===== src/rtl/imem_loader.sv =====
// Boot loader: parses a length-prefixed, XOR-checksummed byte stream into 32-bit program-memory writes.
// One write cycle per 4 accepted bytes, during which rx_ready drops. An inter-byte timeout aborts the load.
module imem_loader #(
    parameter logic [31:0] BASE_ADDR = 32'h0000_0000,
    parameter int unsigned MAX_WORDS = 4096,
    parameter int unsigned TIMEOUT   = 1_000_000
) (
    input  logic        clk,
    input  logic        rst_n,
    input  logic        start,
    input  logic [7:0]  rx_data,
    input  logic        rx_valid,
    output logic        rx_ready,
    output logic        prog_en,
    output logic [31:0] prog_addr,
    output logic [31:0] prog_data,
    output logic        cpu_hold,
    output logic        busy,
    output logic        done,
    output logic        error,
    output logic [31:0] word_cnt
);

    localparam logic [2:0] S_IDLE  = 3'd0;
    localparam logic [2:0] S_LEN   = 3'd1;
    localparam logic [2:0] S_DATA  = 3'd2;
    localparam logic [2:0] S_WRITE = 3'd3;
    localparam logic [2:0] S_CSUM  = 3'd4;
    localparam logic [2:0] S_DONE  = 3'd5;
    localparam logic [2:0] S_ERR   = 3'd6;

    logic [2:0]  state;
    logic [1:0]  byte_idx;
    logic [31:0] shreg;
    logic [31:0] n_words;
    logic [31:0] to_cnt;
    logic [7:0]  xor_acc;

    logic        accept;
    logic        timed_out;
    logic [31:0] shreg_next;
    logic [31:0] word_cnt_inc;

    assign rx_ready     = (state == S_LEN) || (state == S_DATA) || (state == S_CSUM);
    assign accept       = rx_valid && rx_ready;
    // Bytes arrive LSB first, so shifting in from the top leaves the first byte in [7:0].
    assign shreg_next   = {rx_data, shreg[31:8]};
    assign word_cnt_inc = word_cnt + 32'd1;
    assign timed_out    = rx_ready && !accept && (to_cnt == 32'(TIMEOUT - 1));

    always_ff @(posedge clk or negedge rst_n) begin
        if (!rst_n) begin
            state     <= S_IDLE;
            byte_idx  <= 2'd0;
            shreg     <= 32'd0;
            n_words   <= 32'd0;
            to_cnt    <= 32'd0;
            xor_acc   <= 8'd0;
            prog_en   <= 1'b0;
            prog_addr <= 32'd0;
            prog_data <= 32'd0;
            cpu_hold  <= 1'b1;
            busy      <= 1'b0;
            done      <= 1'b0;
            error     <= 1'b0;
            word_cnt  <= 32'd0;
        end else begin
            prog_en <= 1'b0;

            if (rx_ready) begin
                to_cnt <= accept ? 32'd0 : to_cnt + 32'd1;
            end

            case (state)
                S_IDLE, S_DONE, S_ERR: begin
                    if (start) begin
                        byte_idx <= 2'd0;
                        xor_acc  <= 8'd0;
                        to_cnt   <= 32'd0;
                        word_cnt <= 32'd0;
                        done     <= 1'b0;
                        error    <= 1'b0;
                        cpu_hold <= 1'b1;
                        busy     <= 1'b1;
                        state    <= S_LEN;
                    end
                end

                S_LEN: begin
                    if (timed_out) begin
                        error <= 1'b1;
                        busy  <= 1'b0;
                        state <= S_ERR;
                    end else if (accept) begin
                        shreg    <= shreg_next;
                        xor_acc  <= xor_acc ^ rx_data;
                        byte_idx <= byte_idx + 2'd1;
                        if (byte_idx == 2'd3) begin
                            n_words <= shreg_next;
                            if (shreg_next > 32'(MAX_WORDS)) begin
                                error <= 1'b1;
                                busy  <= 1'b0;
                                state <= S_ERR;
                            end else if (shreg_next == 32'd0) begin
                                state <= S_CSUM;
                            end else begin
                                state <= S_DATA;
                            end
                        end
                    end
                end

                S_DATA: begin
                    if (timed_out) begin
                        error <= 1'b1;
                        busy  <= 1'b0;
                        state <= S_ERR;
                    end else if (accept) begin
                        shreg    <= shreg_next;
                        xor_acc  <= xor_acc ^ rx_data;
                        byte_idx <= byte_idx + 2'd1;
                        // Strobe is registered here so prog_en lines up with the WRITE cycle.
                        if (byte_idx == 2'd3) begin
                            prog_en   <= 1'b1;
                            prog_addr <= BASE_ADDR + {word_cnt[29:0], 2'b00};
                            prog_data <= shreg_next;
                            state     <= S_WRITE;
                        end
                    end
                end

                S_WRITE: begin
                    word_cnt <= word_cnt_inc;
                    state    <= (word_cnt_inc == n_words) ? S_CSUM : S_DATA;
                end

                S_CSUM: begin
                    if (timed_out) begin
                        error <= 1'b1;
                        busy  <= 1'b0;
                        state <= S_ERR;
                    end else if (accept) begin
                        busy <= 1'b0;
                        if (rx_data == xor_acc) begin
                            done     <= 1'b1;
                            cpu_hold <= 1'b0;
                            state    <= S_DONE;
                        end else begin
                            error <= 1'b1;
                            state <= S_ERR;
                        end
                    end
                end

                default: state <= S_IDLE;
            endcase
        end
    end

endmodule


===== config.mk =====
export PLATFORM = sky130hd
export DESIGN_NAME = imem_loader
export DESIGN_NICKNAME = d
export VERILOG_FILES = /design/src/rtl/imem_loader.sv
export SDC_FILE = /design/constraint.sdc
export NUM_CORES = 1
export LEC_CHECK = 0
export BUFFER_PORTS_ARGS = -buffer_cell sky130_fd_sc_hd__clkbuf_2
export CAP_MARGIN = 0
export CORE_MARGIN = 2
export CORE_UTILIZATION = 45
export CTS_CLUSTER_DIAMETER = 200
export CTS_CLUSTER_SIZE = 20
export DETAILED_ROUTE_END_ITERATION = 16
export GPL_TIMING_DRIVEN = 0
export PLACE_DENSITY = 0.75
export SLEW_MARGIN = 25
export SYNTH_ARGS = -nofsm -noshare
export SYNTH_HDL_FRONTEND = slang
export SYNTH_SLANG_ARGS = --single-unit

===== constraint.sdc =====
create_clock -name clk -period 2.9 [get_ports clk]
set_input_delay 0.29 -clock clk [delete_from_list [all_inputs] [get_ports clk]]
set_output_delay 0.29 -clock clk [all_outputs]
set_load 0.01 [all_outputs]

# == After elaboration in Yosys (flattened, before gate mapping) ==
# Index checks and enable logic that the tools add are counted.
# word_totals
reg_bits,208
input_bits,12
output_inout_bits,102
# op_classes
n_addsub,3
n_lt_le_gt_ge,1
n_eq_ne,24
n_mux,59
bitwise,2
reduce_logical,23
# ops
cell,count
32-bit 2-to-1 mux,5
"32-bit by 1-bit adder with 32-bit output, second input constant",2
32-bit case mux with 2 select lines,1
3-bit 2-to-1 mux,12
"32-bit by 20-bit == test with 1-bit output, second input constant",1
32-bit == test,1
"32-bit by 13-bit > comparator with 1-bit output, second input constant",1
32-bit zero test,1
1-bit 2-to-1 mux,27
8-bit 2-to-1 mux,3
8-bit case mux with 2 select lines,1
3-bit case mux with 5 select lines,1
"3-bit inequality test, second input constant",4
4-bit AND reduction,3
"2-bit inequality test, second input constant",5
"3-bit == test, second input constant",3
"3-bit by 2-bit inequality test with 1-bit output, second input constant",3
8-bit == test,1
2-bit 2-to-1 mux,4
1-bit case mux with 4 select lines,2
8-bit AND reduction,1
8-bit bitwise XOR,1
7-bit AND reduction,1
"3-bit by 2-bit == test with 1-bit output, second input constant",2
19 further kinds,26

# == Longest topological paths before layout ==
# depth
ltp_word,9
depth_mapped,12
ltp_nobuf,10

# == Least setup slack after synthesis ==
# No wires, ideal clock.
# synth_path
path_type,register to register
from,register word_cnt[0]
to,register state[1]
setup_time_ns,0.143
arrival_ns,2.553
required_time_ns,2.757
path_slack_ns,0.204
stages_incl_launch_ff,10
n_path_buf,0
path_cell_list,dfrtp_1 ha_1 nand3_1 nor4_4 o22ai_1 a2111oi_2 nand4_1 or4_4 o21ai_1 a31oi_1
# synth_between
elab_chain_len,4
# synth_lines
element,line_no,rtl
start: declaration,21,output logic [31:0] word_cnt
start signal: assignment,133,word_cnt <= word_cnt_inc;
32-bit by 1-bit adder with 32-bit output,48,assign word_cnt_inc = word_cnt + 32'd1;
32-bit == test,134,state <= (word_cnt_inc == n_words) ? S_CSUM : S_DATA;
3-bit 2-to-1 mux,134,
3-bit case mux with 5 select lines,74,case (state)
end signal: assignment,134,
end: declaration,32,logic [2:0] state;
# Every way passes these cells.
# A chain may end at the register's enable or synchronous reset.

# == Worst setup path in the final report ==
# layout_path
from,register word_cnt[5]
to,register state[1]
# The elaborated chain is that of the path after synthesis.

==> reports/results.md <==
* 0.354 GHz — Max Clock Freq
* 0.519 — share of synthesized area occupied by flip-flops and latches
* 1314 — Placed Instances
* 0.0717 ns — Final Worst Setup Slack
* 2.83 ns — clock period minus final worst setup slack
* sky130_fd_sc_hd__dfrtp_1 — biggest area consumer among synthesized cells
* 53 — standard-cell rows
* 0 — count of pins over their slew limit
* 4 — H-Tree Level Count
* 0 — final setup violation count
* sky130_fd_sc_hd__dfrtp_1 — flip-flop cell with the highest count after synthesis
* state[1] — capture point of the worst reg-to-reg path
* 0 — number of nets with antenna violations after detailed routing
* 0.0106 mm2 — standard cell area after detailed placement
* 0.08 ns — Clk pin slew, worst setup/hold paths
* 0.520 — Slew headroom
* 39100 um — global-route wire length before repair
* 1356 — final standard cell count with taps included and fillers excluded
* 10.4 um2 — Syn Area/Cell
* 199 x sky130_fd_sc_hd__dfrtp_1, 124 x sky130_fd_sc_hd__nand2_1, 94 x sky130_fd_sc_hd__mux2_2, 71 x sky130_fd_sc_hd__nor2_1, 62 x sky130_fd_sc_hd__o21ai_0 — leading post-synthesis cells by instance count
* 19.2% — growth of design area from synthesis to finish
* 3.13 ns — worst endpoint data arrival time
* 0 — global route overflow
* 0.946 — Final GP Congestion
* 114 — number of top-level design ports
* 0.0115 mm2 — fin area
* 0 ns — TNS Setup
* 150 um — horizontal die dimension
* 0.517 — post-synth top area share
* 0.719 ns — Worst Max-Slew Pin Slew
* sky130_fd_sc_hd__clkbuf_16 — clock root buffer
* 0 — DRC violations left
* 0.274 — ratio of cells with drive above 1 in the final layout
* 150 um — vertical die dimension
* 3.20 ns — data required time of the critical path
* 0 — endpoints failing hold
* 79 — maximum number of pins on one net before global-route repair
* 6 — detailed-router iteration count before antenna repair
* 0 — max-cap violations
* 60 — post-synth cell types
* register to register — WS Path Type
* 1.00 — share of synthesized flip-flops with an asynchronous set or reset
* 0 — YS warnings
* register — nature of the critical path endpoint
* 2 — maximum number of buffers from clock root to sink
* 0.0226 mm2 — die area
* 0.459 — initial cell density of the core
* 110 — number of buffers added on ports
* 200 — Sink Count
* sky130_fd_sc_hd__dfrtp_1 — most common cell in the synthesized netlist
* 0.0116 ns — worst setup skew after layout
* 0.45 ns — worst-skew pair later-pin latency
* -0.309 ns — worst slack after detailed placement
* register — kind of start point of the critical path
* 17400 um — hpwl dp
* 872 mW/mm2 — P per Cell Area
* 200 — flip-flop and latch count after synthesis
* complete, no violations — outcome
* 0.00964 mm2 — area of the mapped netlist
* 0.00550 uW — standby leakage power
* 5.76 — Avg Vias per Cell
* 7184 — via count of the first global-routing pass
* 1083 — Post-layout nets
* input port to register — worst min path class
* word_cnt[5] — worst reg2reg path startpoint
* 0.0210 mm2 — core area
* 924 — number of cells produced by synthesis
* 0 — count of antenna diodes in the layout
* word_cnt[5] — crit path from
* 17 — number of buffers created by CTS
* 0 — number of synthesized flops with an enable pin
* 8 — Crit Path Max Fanout
* 24800 um — routed wire length
* 0.975 — final cycle utilization of the critical path
* 0.222 — total routing resource utilization after global routing
* 7817 — Vias
* 766 — DRC violation total after the first TritonRoute iteration
* 9 — worst r2r path cells
* 0.538 mV — IR Drop Worst-Case VDD
* 0 — number of antenna violations at the first check in global routing
* state[1] — end point of the critical path
* built — clock tree from TritonCTS
* sky130_fd_sc_hd__dfrtp_1 52%, sky130_fd_sc_hd__mux2_2 11%, sky130_fd_sc_hd__nand2_1 4.8%, sky130_fd_sc_hd__xnor2_1 4.2%, sky130_fd_sc_hd__xor2_1 3.5% — largest cells by area after synthesis
* 18.3 um — wire length per cell
* 0.07 ns — FF-to-FF setup slack
==> critical path, cell delays in order, from the launching register on <==
cell and delay (ns):
sky130_fd_sc_hd__dfrtp_1 0.35, sky130_fd_sc_hd__buf_2 0.21, sky130_fd_sc_hd__nand4_4 0.26, sky130_fd_sc_hd__nor2_4 0.21, sky130_fd_sc_hd__nand3_1 0.20, sky130_fd_sc_hd__a2111oi_4 0.38, sky130_fd_sc_hd__nand4_1 0.20, sky130_fd_sc_hd__or4_4 0.61
sky130_fd_sc_hd__o21ai_2 0.16, sky130_fd_sc_hd__a31oi_1 0.10
==> how the worst min path moves through the flow <==
| stage | start | slack (ns) | depth (start not counted) | endpoint |
|---|---|---|---|---|
| after floorplan | rst_n | -0.006 | 0 | busy |
| after global placement | busy | 0.46 | 1 | busy |
| after detailed placement | rst_n | 0.32 | 1 | done |
| after CTS | rx_data[6] | 0.16 | 3 | shreg[30] |
| after global routing | rx_data[6] | 0.16 | 3 | shreg[30] |
| final | rx_data[7] | 0.16 | 3 | shreg[31] |
==> cell usage in the layout (no fill, tap or decap), drive strengths merged, types with 28 or more instances in the layout <==
master  synthesis  routed
clkbuf         35     165
dfrtp         199     199
mux2           94      94
nand2         124     124
nand3          28      28
nor2           71      71
o21ai          64      64
xnor2          46      46
xor2           38      38
==> report_power, final <==
part	total, uW	internal, uW	switching, uW
sequential	4110	3440	672
combinational	3450	1400	2050
clock	2450	1240	1200
==> layout make-up <==
type                       instances  area (um2)
sequential                       200        5010
clock buffer                      18         429
clock inverter                    14         179
buffer                            48         219
inverter                          15        56.3
tap                              275         344
timing repair buffer             126         719
multi-input combinational        660        4530
fill                            1765        9540
==> per-stage QoR <==
stage / utilization / hold WS (ns) / total power [uW]
2_1_floorplan: - / -0.00559 / 6160
3_5_place_dp: 0.505 / 0.323 / 7420
3_3_place_gp: 0.501 / 0.461 / 7290
5_1_grt: 0.546 / 0.164 / 10600
4_1_cts: 0.536 / 0.157 / 9880
6_report: 0.546 / 0.163 / 10000
==> metal layers <==
| metal | share of wire | GRT usage | vias up |
|---|---|---|---|
| met1 | 0.45 | 0.323 | 3893 |
| met2 | 0.46 | 0.335 | 345 |
| met3 | 0.073 | 0.0470 | 44 |
| li1 | - | - | 3535 |
| met4 | 0.018 | 0.0627 | 0 |
| met5 | 0 | 0 | - |
==> timing repair <==
item / in CTS / in global routing
gates resized for setup: 8 / 27
hold endpoints to repair: 62 / 0
hold buffers: 1 / 0
buffers inserted: 1 / 10
endpoints found under the setup margin: 4 / 4
pin swaps: 1 / 7
==> cells by family (layout without fill, tap and decap cells) <==
logic type | count (synthesis) | after routing | synth area share
compound gates | 137 | 137 | 0.0849
xor+xnor | 85 | 85 | 0.0788
fa+ha+maj | 3 | 3 | 0.00389
buf+inv | 65 | 221 | 0.0283
flops | 200 | 200 | 0.519
mux | 97 | 97 | 0.113
other cells | 1 | 2 | 0.000389
simple gates | 336 | 336 | 0.171
==> flip-flops by register name, summed over array words and instances (netlist names) <==
register,cells
done,1
busy,1
n_words,32
word_cnt,32
cpu_hold,1
prog_en,1
prog_data,32
byte_idx,2
shreg,24
xor_acc,8
prog_addr,30
error,1
to_cnt,32
state,3
No activity file was read; power rests on OpenSTA's default activity.
